`config.mk`:
```
export PLATFORM = sky130hd
export DESIGN_NAME = csidh_host_link
export DESIGN_NICKNAME = d
export VERILOG_FILES = /design/src/rtl/csidh_host_link.sv
export SDC_FILE = /design/constraint.sdc
export NUM_CORES = 2
export LEC_CHECK = 0
export CORE_AREA = 4 4 565 567
export DETAILED_ROUTE_END_ITERATION = 10
export DIE_AREA = 0 0 569 571
export PLACE_DENSITY = 0.37
export SYNTH_ARGS = -nofsm -noshare
export SYNTH_HDL_FRONTEND = slang
export SYNTH_SLANG_ARGS = --single-unit
```
`constraint.sdc`:
```
create_clock -name clk -period 3.5 [get_ports clk]
set_input_delay 0.35 -clock clk [delete_from_list [all_inputs] [get_ports clk]]
set_output_delay 0.35 -clock clk [all_outputs]
set_load 0.02 [all_outputs]
```
`src/rtl/csidh_host_link.sv`:
```
// Host-side driver for the 64-bit CSIDH core port: streams coefficient and key words in, reassembles the result.
// Optional WAIT-state watchdog: define CSIDH_LINK_TIMEOUT_EN (otherwise timeout is tied 0).
module csidh_host_link #(
  parameter int unsigned N              = 512,
  parameter int unsigned KEY_BITS       = 296,
  parameter int unsigned WORD           = 64,
  parameter int unsigned KEY_CHUNKS     = 6,
  parameter int unsigned OUT_LAT        = 1,
  parameter int unsigned TIMEOUT_CYCLES = 2**24
) (
  input  logic                clk,
  input  logic                rst,
  input  logic                start,
  input  logic [N-1:0]        a_in,
  input  logic [KEY_BITS-1:0] key_in,
  output logic                busy,
  output logic [N-1:0]        result,
  output logic                result_valid,
  output logic                result_inv,
  output logic                timeout,
  output logic                core_rst,
  output logic [WORD-1:0]     core_in,
  input  logic [WORD-1:0]     core_out,
  input  logic                core_done,
  input  logic                core_invalid
);

  localparam int unsigned CHUNK     = N / WORD;
  localparam int unsigned KPAD      = KEY_CHUNKS * WORD;
  localparam logic [3:0]  A_LAST    = 4'(CHUNK - 1);
  localparam logic [3:0]  K_LAST    = 4'(KEY_CHUNKS - 1);
  localparam logic [3:0]  SKIP_LAST = (OUT_LAT > 1) ? 4'(OUT_LAT - 2) : 4'd0;

  typedef enum logic [2:0] {
    S_IDLE,
    S_CRST,
    S_SEND_A,
    S_SEND_K,
    S_WAIT,
    S_SKIP,
    S_CAPT,
    S_FIN
  } state_t;

  state_t          state_q;
  logic [3:0]      cnt_q;
  logic [3:0]      cnt_nx;
  int unsigned     nx_i;
  int unsigned     cur_i;
  logic [N-1:0]    a_q;
  logic [KPAD-1:0] key_q;
  logic [N-1:0]    result_q;
  logic            rv_q;
  logic            inv_q;
  logic            busy_q;
  logic            core_rst_q;
  logic [WORD-1:0] core_in_q;

`ifdef CSIDH_LINK_TIMEOUT_EN
  localparam int unsigned TW = $clog2(TIMEOUT_CYCLES) + 1;
  logic [TW-1:0] wait_q;
  logic          timeout_q;
`endif

  assign cnt_nx = cnt_q + 4'd1;
  assign nx_i   = 32'(cnt_nx);
  assign cur_i  = 32'(cnt_q);

  // Outputs are registered: each state loads the word the core must see in the following cycle.
  always_ff @(posedge clk) begin
    if (rst) begin
      state_q    <= S_IDLE;
      cnt_q      <= '0;
      a_q        <= '0;
      key_q      <= '0;
      result_q   <= '0;
      rv_q       <= 1'b0;
      inv_q      <= 1'b0;
      busy_q     <= 1'b0;
      core_rst_q <= 1'b1;
      core_in_q  <= '0;
`ifdef CSIDH_LINK_TIMEOUT_EN
      wait_q     <= '0;
      timeout_q  <= 1'b0;
`endif
    end else begin
      rv_q <= 1'b0;
      case (state_q)
        S_IDLE: begin
          if (start) begin
            a_q     <= a_in;
            key_q   <= KPAD'(key_in);
            busy_q  <= 1'b1;
            cnt_q   <= '0;
            state_q <= S_CRST;
`ifdef CSIDH_LINK_TIMEOUT_EN
            timeout_q <= 1'b0;
`endif
          end
        end
        S_CRST: begin
          core_rst_q <= 1'b0;
          core_in_q  <= a_q[WORD-1:0];
          cnt_q      <= '0;
          state_q    <= S_SEND_A;
        end
        S_SEND_A: begin
          if (cnt_q == A_LAST) begin
            core_in_q <= key_q[WORD-1:0];
            cnt_q     <= '0;
            state_q   <= S_SEND_K;
          end else begin
            core_in_q <= a_q[nx_i*WORD +: WORD];
            cnt_q     <= cnt_nx;
          end
        end
        S_SEND_K: begin
          if (cnt_q == K_LAST) begin
            core_in_q <= '0;
            cnt_q     <= '0;
            state_q   <= S_WAIT;
`ifdef CSIDH_LINK_TIMEOUT_EN
            wait_q    <= '0;
`endif
          end else begin
            core_in_q <= key_q[nx_i*WORD +: WORD];
            cnt_q     <= cnt_nx;
          end
        end
        S_WAIT: begin
          if (core_done) begin
            cnt_q <= '0;
            if (OUT_LAT > 1) state_q <= S_SKIP;
            else             state_q <= S_CAPT;
          end
`ifdef CSIDH_LINK_TIMEOUT_EN
          else if (wait_q == TW'(TIMEOUT_CYCLES - 1)) begin
            timeout_q  <= 1'b1;
            busy_q     <= 1'b0;
            core_rst_q <= 1'b1;
            state_q    <= S_IDLE;
          end else begin
            wait_q <= wait_q + TW'(1);
          end
`endif
        end
        S_SKIP: begin
          if (cnt_q == SKIP_LAST) begin
            cnt_q   <= '0;
            state_q <= S_CAPT;
          end else begin
            cnt_q <= cnt_nx;
          end
        end
        S_CAPT: begin
          result_q[cur_i*WORD +: WORD] <= core_out;
          if (cnt_q == A_LAST) begin
            inv_q      <= core_invalid;
            rv_q       <= 1'b1;
            core_rst_q <= 1'b1;
            cnt_q      <= '0;
            state_q    <= S_FIN;
          end else begin
            cnt_q <= cnt_nx;
          end
        end
        S_FIN: begin
          busy_q  <= 1'b0;
          cnt_q   <= '0;
          state_q <= S_IDLE;
        end
        default: begin
          state_q <= S_IDLE;
        end
      endcase
    end
  end

  assign busy         = busy_q;
  assign result       = result_q;
  assign result_valid = rv_q;
  assign result_inv   = inv_q;
  assign core_rst     = core_rst_q;
  assign core_in      = core_in_q;
`ifdef CSIDH_LINK_TIMEOUT_EN
  assign timeout      = timeout_q;
`else
  assign timeout      = 1'b0;
`endif

endmodule

```
==> flow_summary.yaml <==
yosys:
  async_flop_share_pct: 0
  synth_edf_count: 0
  synth_compound_area_share_pct: 15.2
  yosys.area.top_type: "dfxtp_1"
  ys_seq_area_share_pct: 49.7
  syn_inst: 7103
  synth_area_leaders: "dfxtp_1, nand2_1, a21oi_1"
  synth-simple-area-share_pct: 22.7
  synthMuxAreaShare_pct: 7.56
  netlist.area_leader.share_pct: 49.7
  ys_seq_elements: 1395
  yosysUniqueCellTypes: 49
  syn_avg_cell_area_um2: 7.91
  yosys_warnings: 0
  synth_xor_xnor_area_share_pct: 0.109
  synthFlopType: "dfxtp_1"
  synth_top_family_by_area: "simple AND/OR/NAND/NOR gates"
  synth_nets: 7984
  synthesis.area_um2: 56200
  synth_fa_ha_area_share_pct: 0.0890
place:
  place_area_um2: 76200
  routabilityCongestion: 0.910
  placement.io_buffers: 1456
  hpwl_um: 304000
die:
  initial_core_util_pct: 17.9
  die-area_um2: 325000
  top_level_ports: 1458
  die_w_um: 569
  core_um2: 314000
  fp.dieH_um: 571
  rows: 206
timing:
  fmaxAchievable_mhz: 298
  drv_slew: 0
  fin_crit_sh_pct: 96.0
  rsz0062_at_grt: "false"
  finClkSkew_ns: 0.0579
  slew_headroom_pct: 33.4
  hold_ws_ns: 0.0640
  min_period_ns: 3.36
  worst_slew_pin_slew_ns: 0.998
  finalSetupTns_ns: 0
  finalSetupViolCount: 0
  hold_viol: 0
global_routing:
  grt_pass1_vias: 56091
  grt_overflow: 0
  grt_pass1_wl_um: 511000
  grt_usage_pct: 22.7
  antenna_found_initial: 238
  grt_start_max_net_pins: 142
drt:
  vias_per_cell: 4.57
  ant_nets: 0
  wirelength_um: 387000
  num_vias: 58976
  first_pass_iters: 5
  drcViolationCount: 0
  first_iter_violations: 5197
  wire_per_inst_um: 30.0
power:
  comb_power_share_pct: 14.6
  leakage_nw: 28.9
  p_switching_mw: 12.3
  swShare_pct: 28.7
  ir_worst_vdd_uv: 454
  cellPowerDensity_nw_per_um2: 511
  seq_power_share_pct: 40.5
  clock_power_share_pct: 45.0
  p_int_mw: 30.6
critical_path:
  rrSetupSlack_ns: 0.14
  cp_max_fo: 40
  worstPathRequired_ns: 4.21
  start_kind: "register"
  crit_path_end_kind: "register"
  cp.arrival_ns: 4.07
  criticalPathCategory: "reg -> reg"
final_layout:
  fill_cells: 33954
  final_nets: 9379
  syn_to_final_growth_pct: 49.5
  stdcell_area_um2: 84000
  drive_above_1_share_pct: 8.01
cts:
  cts_inserted_buffers: 181
  cts_tree: "built"
  clk_pin_slew_ns: 0.06
  post_cts_buffers: 0
  cts_root_buf: "clkbuf_16"
  clk_latency_ns: 0.87
  cts_sinks: 1395
  h-tree-depth: 4
  clock_path_buffers: 4
job:
  maxCapViolCount: 0
outcome:
  status: "complete, no violations"
worst_hold_path:
  hold_path.class: "in -> reg"
[placed cells by master, fill, tap and decap left out, drive strengths merged, types with 15 or more instances in the layout]
master / instances
o21ai: 52
nor4: 29
nor2: 590
clkbuf: 276
a221oi: 21
a211oi: 21
nand4: 15
inv: 49
mux2i: 68
a2111oi: 27
nand3: 213
a221o: 43
diode: 95
nand2: 2235
clkdlybuf4s50: 1455
dfxtp: 1395
a21oi: 1358
a31oi: 27
nor3: 89
mux4: 152
buf: 211
a311oi: 17
nor2b: 30
clkinv: 33
dlygate4sd3: 159
[synthesized netlist by cell type (3+ instances only)]
library cell,instances
a221o_1,43
clkbuf_1,479
a31oi_1,27
nor2_1,590
mux2i_1,68
a311oi_1,17
nand3_1,213
nor4_1,29
buf_2,96
ha_1,4
a21o_1,14
a2111oi_0,27
mux4_2,152
buf_4,12
nand2b_1,4
o21ai_0,51
a211oi_1,21
or2_2,3
buf_1,26
nand4_1,15
a21oi_1,1358
and3_1,5
nand2_1,2235
mux2_2,13
nor3_1,88
a221oi_1,21
dfxtp_1,1395
inv_1,43
and3b_1,3
nor2b_1,30
[repair_timing]
item                                   CTS  global route
setup endpoints to repair                0             2
endpoints found under the hold margin  169             0
gates resized for setup                  0             2
hold buffers                           159             0
[stage by stage]
stage               util [%]  power, mW  setup slack [ns]  instances
floorplan                  -       20.2             0.679       7103
global placement        24.2       23.8            0.0796      12316
detailed placement      24.2       23.8            0.0611      12316
CTS                     26.7       43.5            0.0385      12803
global route            26.7       44.5            0.0223      12845
finish                  26.8       42.9             0.141      12898
[worst paths after layout]
path                           startpoint                       to  cells after the start
hold / removal                  a_in[115]    a_q[115]$_SDFFE_PP0P_                      3
setup / recovery    cnt_q[0]$_SDFFE_PP0P_  core_in[5]$_SDFFE_PP0P_                      8
hold reg to reg   result[60]$_SDFFE_PP0P_  result[60]$_SDFFE_PP0P_                      2
setup reg to reg    cnt_q[0]$_SDFFE_PP0P_  core_in[5]$_SDFFE_PP0P_                      8
[state kept, by name, indices dropped and copies added, names as in the netlist]
register      flops
busy              1
cnt_q             4
a_q             512
result          512
core_in          64
result_inv        1
state_q           3
key_q           296
result_valid      1
core_rst          1
[kinds of logic after synthesis]
logic type      Yosys count
other cells               1
xor+xnor                  4
buf+inv                 656
fa+ha+maj                 4
mux                     233
simple gates           3224
flops                  1395
compound gates         1586
[final cells by class]
class / count / area, um^2 / share of cell area (%)
Antenna cell: 95 / 238 / 0.283
Multi-Input combinational cell: 5052 / 25900 / 30.8
Sequential cell: 1395 / 27900 / 33.2
Inverter: 43 / 161 / 0.192
Clock inverter: 52 / 614 / 0.731
Clock buffer: 276 / 5410 / 6.44
Timing Repair Buffer: 1825 / 18600 / 22.2
Tap cell: 4160 / 5200 / 6.19
[power groups by stage]
stage / registers [mW] / logic (mW) / clock network, mW
finish: 17.4 / 6.26 / 19.3
global route: 17.4 / 6.70 / 20.3
CTS: 17.4 / 6.31 / 19.8
detailed placement: 17.7 / 6.12 / 0
global placement: 17.7 / 6.11 / 0
floorplan: 17.4 / 2.77 / 0
[metal layers]
| layer | share of wire (%) | global-route usage, % |
|---|---|---|
| met4 | 3.6 | 7.40 |
| met1 | 44 | 30.2 |
| met2 | 43 | 34.6 |
| met3 | 8.5 | 7.04 |
| met5 | 0.12 | 0 |
[critical path, cell delays in order (launching register included)]
cell and delay [ns]:
dfxtp_4 0.47, inv_2 0.09, ha_4 0.45, buf_12 0.31, mux2i_1 0.77, nor3_1 0.14
a2111oi_0 0.42, nor4_1 0.18, a221o_1 0.29
Note: power is estimated with default switching activity, not from simulation.
